==> src/rtl/pc_pkg.sv <==
`default_nettype none
// ============================================================================
// Module      : pc_pkg
// Description : Shared types and constants for the PC sequencer and for
//               anything else that decodes branch condition codes.
// Revision    : 1.0  initial release
// ============================================================================
package pc_pkg;

    typedef enum logic [2:0] {
        NEQ    = 3'b000,
        EQ     = 3'b001,
        GT     = 3'b010,
        LT     = 3'b011,
        GTE    = 3'b100,
        LTE    = 3'b101,
        OVFL   = 3'b110,
        UNCOND = 3'b111
    } ccc_e;

    // Bit positions inside the {Z,V,N} flag vector
    localparam int FLAG_Z = 2;
    localparam int FLAG_V = 1;
    localparam int FLAG_N = 0;

    typedef enum logic [0:0] {
        RUN    = 1'b0,
        HALTED = 1'b1
    } state_e;

endpackage : pc_pkg
`default_nettype wire

==> src/rtl/pc_sequencer_branch_cond.sv <==
`default_nettype none
// ============================================================================
// Module      : branch_cond
// Description : Combinational decode of the 3-bit condition code against
//               the {Z,V,N} flags.
// Revision    : 1.0  initial release
// ============================================================================
module branch_cond
    import pc_pkg::*;
(
    input  logic [2:0] ccc,
    input  logic [2:0] flags,
    output logic       cond_true
);

    logic w_z;
    logic w_v;
    logic w_n;

    assign w_z = flags[FLAG_Z];
    assign w_v = flags[FLAG_V];
    assign w_n = flags[FLAG_N];

    always_comb begin
        cond_true = 1'b0;
        case (ccc_e'(ccc))
            NEQ:    cond_true = ~w_z;
            EQ:     cond_true = w_z;
            GT:     cond_true = ~w_z & ~w_n;
            LT:     cond_true = w_n;
            GTE:    cond_true = w_z | (~w_z & ~w_n);
            LTE:    cond_true = w_n | w_z;
            OVFL:   cond_true = w_v;
            UNCOND: cond_true = 1'b1;
        endcase
    end

endmodule : branch_cond
`default_nettype wire

==> src/rtl/pc_sequencer.sv <==
`default_nettype none
// ============================================================================
// Module      : pc_sequencer
// Description : Fetch-stage PC register, flag register, HLT state machine
//               and next-PC selection for sequential, B and BR flow.
// Revision    : 1.0  initial release
// ============================================================================
module pc_sequencer
    import pc_pkg::*;
#(
    parameter int                ADDR_W   = 16,
    parameter int                IMM_W    = 9,
    parameter int                INC      = 2,
    parameter logic [ADDR_W-1:0] RESET_PC = '0
) (
    input  logic              clk,
    input  logic              rst,
    input  logic              stall,
    input  logic              br_valid,
    input  logic              is_br,
    input  logic [2:0]        ccc,
    input  logic [IMM_W-1:0]  imm,
    input  logic [ADDR_W-1:0] br_target,
    input  logic              halt,
    input  logic [2:0]        flag_we,
    input  logic [2:0]        flags_in,
    output logic [ADDR_W-1:0] pc,
    output logic [ADDR_W-1:0] pc_inc,
    output logic              taken,
    output logic              flush,
    output logic              halted,
    output logic [2:0]        flags
);

    localparam logic [ADDR_W-1:0] c_inc       = ADDR_W'(INC);
    localparam logic [ADDR_W-1:0] c_even_mask = {{(ADDR_W-1){1'b1}}, 1'b0};

    logic [ADDR_W-1:0] r_pc;
    logic [2:0]        r_flags;
    logic              r_flush;
    state_e            r_state;

    logic              w_cond;
    logic              w_accept;
    logic [ADDR_W-1:0] w_imm_ext;
    logic [ADDR_W-1:0] w_b_target;
    logic [ADDR_W-1:0] w_br_target;
    logic [ADDR_W-1:0] w_pc_next;

    branch_cond u_branch_cond (
        .ccc       (ccc),
        .flags     (r_flags),
        .cond_true (w_cond)
    );

    assign pc     = r_pc;
    assign flags  = r_flags;
    assign flush  = r_flush;
    assign halted = (r_state == HALTED);
    assign pc_inc = r_pc + c_inc;

    // halt outranks a branch presented in the same cycle
    assign w_accept = br_valid & ~stall & ~halt & (r_state == RUN);
    assign taken    = w_accept & w_cond;

    // Immediate counts instruction words; shift converts to bytes
    assign w_imm_ext   = ADDR_W'($signed(imm));
    assign w_b_target  = pc_inc + (w_imm_ext << 1);
    assign w_br_target = br_target & c_even_mask;

    always_comb begin
        w_pc_next = pc_inc;
        if (taken) begin
            w_pc_next = is_br ? w_br_target : w_b_target;
        end
    end

    always_ff @(posedge clk or posedge rst) begin
        if (rst) begin
            r_pc    <= RESET_PC;
            r_flush <= 1'b0;
            r_state <= RUN;
        end else begin
            case (r_state)
                RUN: begin
                    if (stall) begin
                        r_flush <= 1'b0;
                    end else if (halt) begin
                        r_flush <= 1'b0;
                        r_state <= HALTED;
                    end else begin
                        r_pc    <= w_pc_next;
                        r_flush <= taken;
                    end
                end
                HALTED: begin
                    r_flush <= 1'b0;
                end
                default: begin
                    r_flush <= 1'b0;
                    r_state <= RUN;
                end
            endcase
        end
    end

    // Flag writes ignore stall and halt; no bypass into this cycle's decode
    always_ff @(posedge clk or posedge rst) begin
        if (rst) begin
            r_flags <= 3'b000;
        end else begin
            for (int i = 0; i < 3; i++) begin
                if (flag_we[i]) begin
                    r_flags[i] <= flags_in[i];
                end
            end
        end
    end

endmodule : pc_sequencer
`default_nettype wire

==> config.mk <==
export PLATFORM = sky130hd
export DESIGN_NAME = pc_sequencer
export DESIGN_NICKNAME = d
export VERILOG_FILES = /design/src/rtl/pc_pkg.sv /design/src/rtl/pc_sequencer_branch_cond.sv /design/src/rtl/pc_sequencer.sv
export SDC_FILE = /design/constraint.sdc
export NUM_CORES = 1
export LEC_CHECK = 0
export ABC_AREA = 1
export CORE_MARGIN = 2
export CORE_UTILIZATION = 46
export CTS_CLUSTER_DIAMETER = 30
export DETAILED_ROUTE_END_ITERATION = 16
export PLACE_DENSITY = 0.84
export SETUP_SLACK_MARGIN = 0.4
export SYNTH_ARGS = -nofsm -noshare
export SYNTH_HDL_FRONTEND = slang
export SYNTH_HIERARCHICAL = 1
export SYNTH_SLANG_ARGS = --single-unit
==> constraint.sdc <==
create_clock -name clk -period 2.9 [get_ports clk]
set_input_delay 0.435 -clock clk [delete_from_list [all_inputs] [get_ports clk]]
set_output_delay 0.435 -clock clk [all_outputs]
set_load 0.01 [all_outputs]
## Word-level counts from Yosys, hierarchy flattened

Index checks and enable logic that the tools add are counted.

| operators by class | value |
|---|---|
| multiplexer cells | 9 |
| bitwise operators | 12 |
| add/sub/neg operators | 2 |
| reduce and logical (&&, ||, !) cells | 2 |
| equal/unequal tests | 7 |

Operators by type and width:

| cell | number |
|---|---|
| 2-to-1 mux 16 bit | 2 |
| adder 16 bit | 1 |
| adder 16 x 2 -> 16 bit, second input constant | 1 |
| == test 3 bit, second input constant | 4 |
| one-hot mux 1 bit (8 select lines) | 1 |
| == test 3 x 2 -> 1 bit, second input constant | 2 |
| bitwise AND 1 bit | 5 |
| 2-to-1 mux 1 bit | 5 |
| NOT 1 bit | 5 |
| == test 3 x 1 -> 1 bit, second input constant | 1 |
| logical NOT 3 bit | 1 |
| AND reduction 3 bit | 1 |
| bitwise OR 1 bit | 2 |
| one-hot mux 1 bit (2 select lines) | 1 |

| word-level totals | value |
|---|---|
| bits in registers | 21 |
| bits of input ports | 40 |
| output and inout port bits | 38 |
| logic and storage cells | 38 |

## Logic depth before layout (Yosys ltp)

| logic depth | value |
|---|---|
| depth after elaboration | 8 |
| gate-level depth with buffers | 20 |

## Cells and area by module

Netlist, hierarchy kept.

By module, submodules not included:

| module | instances | cells an instance | area each (µm²) |
|---|---|---|---|
| pc_sequencer | 1 | 326 | 2198.4 |
| branch_cond | 1 | 19 | 76.3 |

## Least setup slack after synthesis

OpenSTA, ideal clock, no wires.

| path | value |
|---|---|
| path type | reg-to-reg |
| start | reg r_pc[2] (netlist: pc[2]) |
| end | reg r_pc[15] (netlist: pc[15]) |
| required time | 2784 ps |
| cell stages (with the launch flop) | 18 |
| clock period less this slack | 2507 ps |
| setup time | 116 ps |
| path slack | 393 ps |
| buffers on the path | 0 |
| data arrival time | 2391 ps |
| cells stage by stage | dfrtp_1 > ha_1 > nand2_1 > nor3_4 > nand4_1 > xor2_1 > inv_1 > ha_1 > nand2_1 > nor2_1 > and2_1 > nand2_1 > nand2_1 > nand3_1 > nand3_1 > nand2_1 > nand2_1 > nand2_1 |

| on the way | value |
|---|---|
| word-level cells in the longest chain between the ends | 4 |

Ends and longest elaborated chain:

| element | RTL line | text |
|---|---|---|
| start: declaration | pc_sequencer.sv:38 | `logic [ADDR_W-1:0] r_pc;` |
| start signal: assignment | pc_sequencer.sv:92 | `r_pc <= w_pc_next;` |
| adder 16 x 2 -> 16 bit | pc_sequencer.sv:60 | `assign pc_inc = r_pc + c_inc;` |
| net pc_inc[13] | pc_sequencer.sv:28 | `output logic [ADDR_W-1:0] pc_inc,` |
| adder 16 bit | pc_sequencer.sv:68 | `assign w_b_target = pc_inc + (w_imm_ext << 1);` |
| 2-to-1 mux 16 bit | pc_sequencer.sv:74 | `w_pc_next = is_br ? w_br_target : w_b_target;` |
| 2-to-1 mux 16 bit | pc_sequencer.sv:73 | `if (taken) begin` |

The timed path passes the listed nets, and every way through them passes these cells.
A chain may end at the register's enable or synchronous reset.

## Worst setup path after layout

| path | value |
|---|---|
| start | reg r_pc[8] (netlist: pc[8]) |
| end | reg r_pc[15] (netlist: pc[15]) |

| on the way | value |
|---|---|
| word-level cells in the longest chain between the ends | 4 |

Ends and longest elaborated chain:

| element | RTL line |
|---|---|
| adder 16 x 2 -> 16 bit * | pc_sequencer.sv:60 |
| adder 16 bit | pc_sequencer.sv:68 |
| 2-to-1 mux 16 bit | pc_sequencer.sv:74 |
| 2-to-1 mux 16 bit * | pc_sequencer.sv:73 |

Every way passes the cells marked *; elsewhere a longest branch is shown, timed or not.

==> impl_results.md <==
* Seq pwr share at 20.7%
* Total gr overflow at 0
* CP Data Required Time at 3070 ps
* Max VDD drop at 319.7 uV
* Type of the tightest min-delay check: reg2reg
* Max FO, Critical Path at 5
* DR pass1 iterations at 5
* Clock root buffer: clkbuf_8
* DPL Wire Length at 5247 um
* CTS Buf Count at 3
* Synth Area in Compound Gates at 12.93%
* Simple-Gate Fraction of Synth Area at 36.25%
* Core Area at 4755 um^2
* Die span in y at 74.32 um
* First-pass GRT wire length at 11,030 um
* Reg area at 506.7 um^2
* Main synth FF type: dfrtp_1
* Adder-cell area share of the yosys netlist at 10.78%
* Crit path launch: pc[8]
* Gate power share at 68.2%
* Fin crit period at 2740 ps
* Flop-to-flop setup slack at 160 ps
* Fill cells at 343
* Slew headroom at 46.60%
* CTS tree: yes
* FMAX at 364.9 MHz
* Final net count at 503
* Placer Congestion at 0.8869
* Via count at 2,738
* Ys Warns at 6
* Nature of the critical path startpoint: flip-flop
* Top post-synthesis cells by area: dfrtp_1 22%, nand2_1 19%, ha_1 9.9%
* TritonCTS sink count at 20
* Share of layout cells above drive strength 1 at 24.15%
* Initial cell density of the core at 47.84%
* Layout area overhead at 58.36%
* Synthesized flop and latch total at 20
* Worst slew pin tran at 800.1 ps
* Vias per cell at 5.369
* Clock skew at 3.441 ps
* Reg clk slew, reported paths at 80 ps
* Leak at 1.806 nW
* Initial antenna violation count at 0
* Avg WL per Cell at 15.51 um
* Total global-route track usage at 25.89%
* Yosys top cell by area: dfrtp_1
* DRC viols at 0
* WL final at 7912 um
* Sw frac at 45.17%
* Mean Syn Cell Area at 6.593 um^2
* Vias in the first global route at 2,412
* RSZ-0062 raised after global routing: true
* Die Wd at 74.32 um
* Tcrit/Tclk final at 94.49%
* Critical path capture point type: flip-flop
* Setup TNS at 0 ps
* Register area share after synthesis at 22.00%
* Area of the multi-input gates at 1844 um^2
* Cell Count, Final, Fillers Out at 510
* Main combinational cell family by area after synthesis: simple AND/OR/NAND/NOR gates
* Final Hold Viols at 0
* PD cells at 573.7 nW/um^2
* Number of buffers inserted by port buffering at 74
* Mux cell area share after synthesis at 1.485%
* CP Data Arrival Time at 2910 ps
* Die footprint at 5523 um^2
* Worst R2R End: pc[15]
* Antenna diodes at 0
* Max Cap Violations at 0
* Ys async rst share at 100.0%
* Worst hold start: flags[1]
* Status: finished, final reports clean
* WHS Path Cells at 1
* Max-slew violation count at 0
* Post-DRT Antenna Nets at 0
* IO Pins at 78
* Post-CTS Hold Fix Bufs at 0
* Synth Instances at 345
* EDFF count, synth at 0
* CP Class: reg2reg
* Cell-internal power at 1.133 mW
* Reg2reg start: pc[8]
* Area share of the largest cell type after synthesis at 22.00%
* Worst hold endpoint: flags[1]
* Reg2Reg Depth at 16
* Clock power frac at 11.1%
* Psw at 0.9334 mW
* Placed cell count at 486
* Netlist cell types at 41
* Worst-Skew Late Latency at 270 ps
* Xor/xnor share of the synthesized area at 6.876%
* Iter 0 DRT Violations at 255
* Core Rows at 25
* Setup violators final at 0
* H-Tree Depth at 1
* Clock Tree Buf Depth at 2
* Pin count of the biggest net entering global routing at 21
* Post-synthesis instance area at 2275 um^2
==> cell usage after synthesis (2+ instances only) <==
master	count
o21ai_0	8
nor3_1	2
inv_1	42
inv_2	3
a22oi_1	2
nand3b_1	2
o21ai_1	5
xor2_1	14
nand4_1	6
xnor2_1	2
nor2_1	26
o22ai_1	2
mux2_2	3
nor2_4	2
nand2_1	114
ha_1	18
a21oi_1	17
o21bai_1	5
clkbuf_1	3
a21oi_2	3
buf_4	2
o211ai_1	3
nand3_2	3
nor3_4	2
nand3_1	20
and2_1	2
dfrtp_1	20
==> metal layers <==
layer	up-vias	track usage [%]	share of wire [%]
met2	122	45.14	50
met1	1286	34.20	40
met5	-	0	0
li1	1305	-	-
met3	25	2.304	6.2
met4	0	7.738	3.1
==> repair_timing <==
action | in CTS | in global routing
pin swaps | 2 | 22
endpoints found under the hold margin | 0 | 0
resized for setup | 13 | 60
buffers inserted | 7 | 13
endpoints found under the setup margin | 15 | 15
==> state kept, by name (all words and copies together), names as in the netlist <==
register and count:
flush 1, flags 3, pc 15, halted 1
==> stage by stage <==
stage	instance area [um^2]	utilization (%)	worst slack [ps]	hold slack, ps	total power, mW
6_report	3602	75.76	159.7	545.5	2.067
5_1_grt	3602	75.76	31.64	571.8	2.195
4_1_cts	3246	68.26	316.2	549.3	1.770
3_5_place_dp	3105	65.32	224.3	530.5	1.502
3_3_place_gp	3105	65.32	250.5	526.9	1.467
2_1_floorplan	2281	-	431.5	398.8	1.053
==> cell usage in the layout (no fill, tap or decap), drive strengths merged, types with 15 or more instances in the layout <==
cell | Yosys | final
buf | 3 | 25
nand3 | 23 | 23
a21oi | 20 | 20
ha | 18 | 18
clkdlybuf4s50 | 0 | 66
dfrtp | 20 | 20
inv | 46 | 47
nand2 | 114 | 114
nor2 | 30 | 30
xor2 | 15 | 15
==> kinds of logic after synthesis <==
| family | count (synthesis) |
|---|---|
| AOI/OAI and AO/OA | 49 |
| xor gates and xnor gates | 17 |
| adders and majority gates | 19 |
| buffers and inverters | 53 |
| DFF | 20 |
| muxes | 3 |
| other | 1 |
| and+or+nand+nor | 183 |
==> critical path: stages (launching register included) <==
cell and delay [ps]:
dfrtp_1 470, nand2_1 190, nor3_4 300, nand4_1 210, xor2_2 290, inv_2 110, ha_4 300, nand2_4 60
nor2_4 130, and2_4 150, nand2_2 50, nand2_2 90, nand3_2 80, nand3_2 60, nand2_1 60, nand2_1 50
nand2_1 40
==> power groups by stage <==
stage	clock, mW	combinational [mW]	sequential [mW]
final	0.229	1.41	0.428
after detailed placement	0	1.08	0.419
after floorplan	0	0.625	0.429
after global placement	0	1.05	0.414
after global routing	0.234	1.53	0.435
after CTS	0.219	1.14	0.413
==> layout make-up <==
type | instances | area share (%)
Tap cell | 67 | 2.327
Timing Repair Buffer | 99 | 25.91
Inverter | 47 | 4.967
Sequential cell | 20 | 14.07
Clock buffer | 4 | 1.528
Multi-Input combinational cell | 273 | 51.20
==> worst max path at each step <==
stage,slack [ps],endpoint
after floorplan,430,pc[15]
after global placement,250,pc[15]
after detailed placement,220,pc[15]
after CTS,320,pc[15]
after global routing,30,pc[15]
final,160,pc[15]
(Power assumes the default switching activity.)
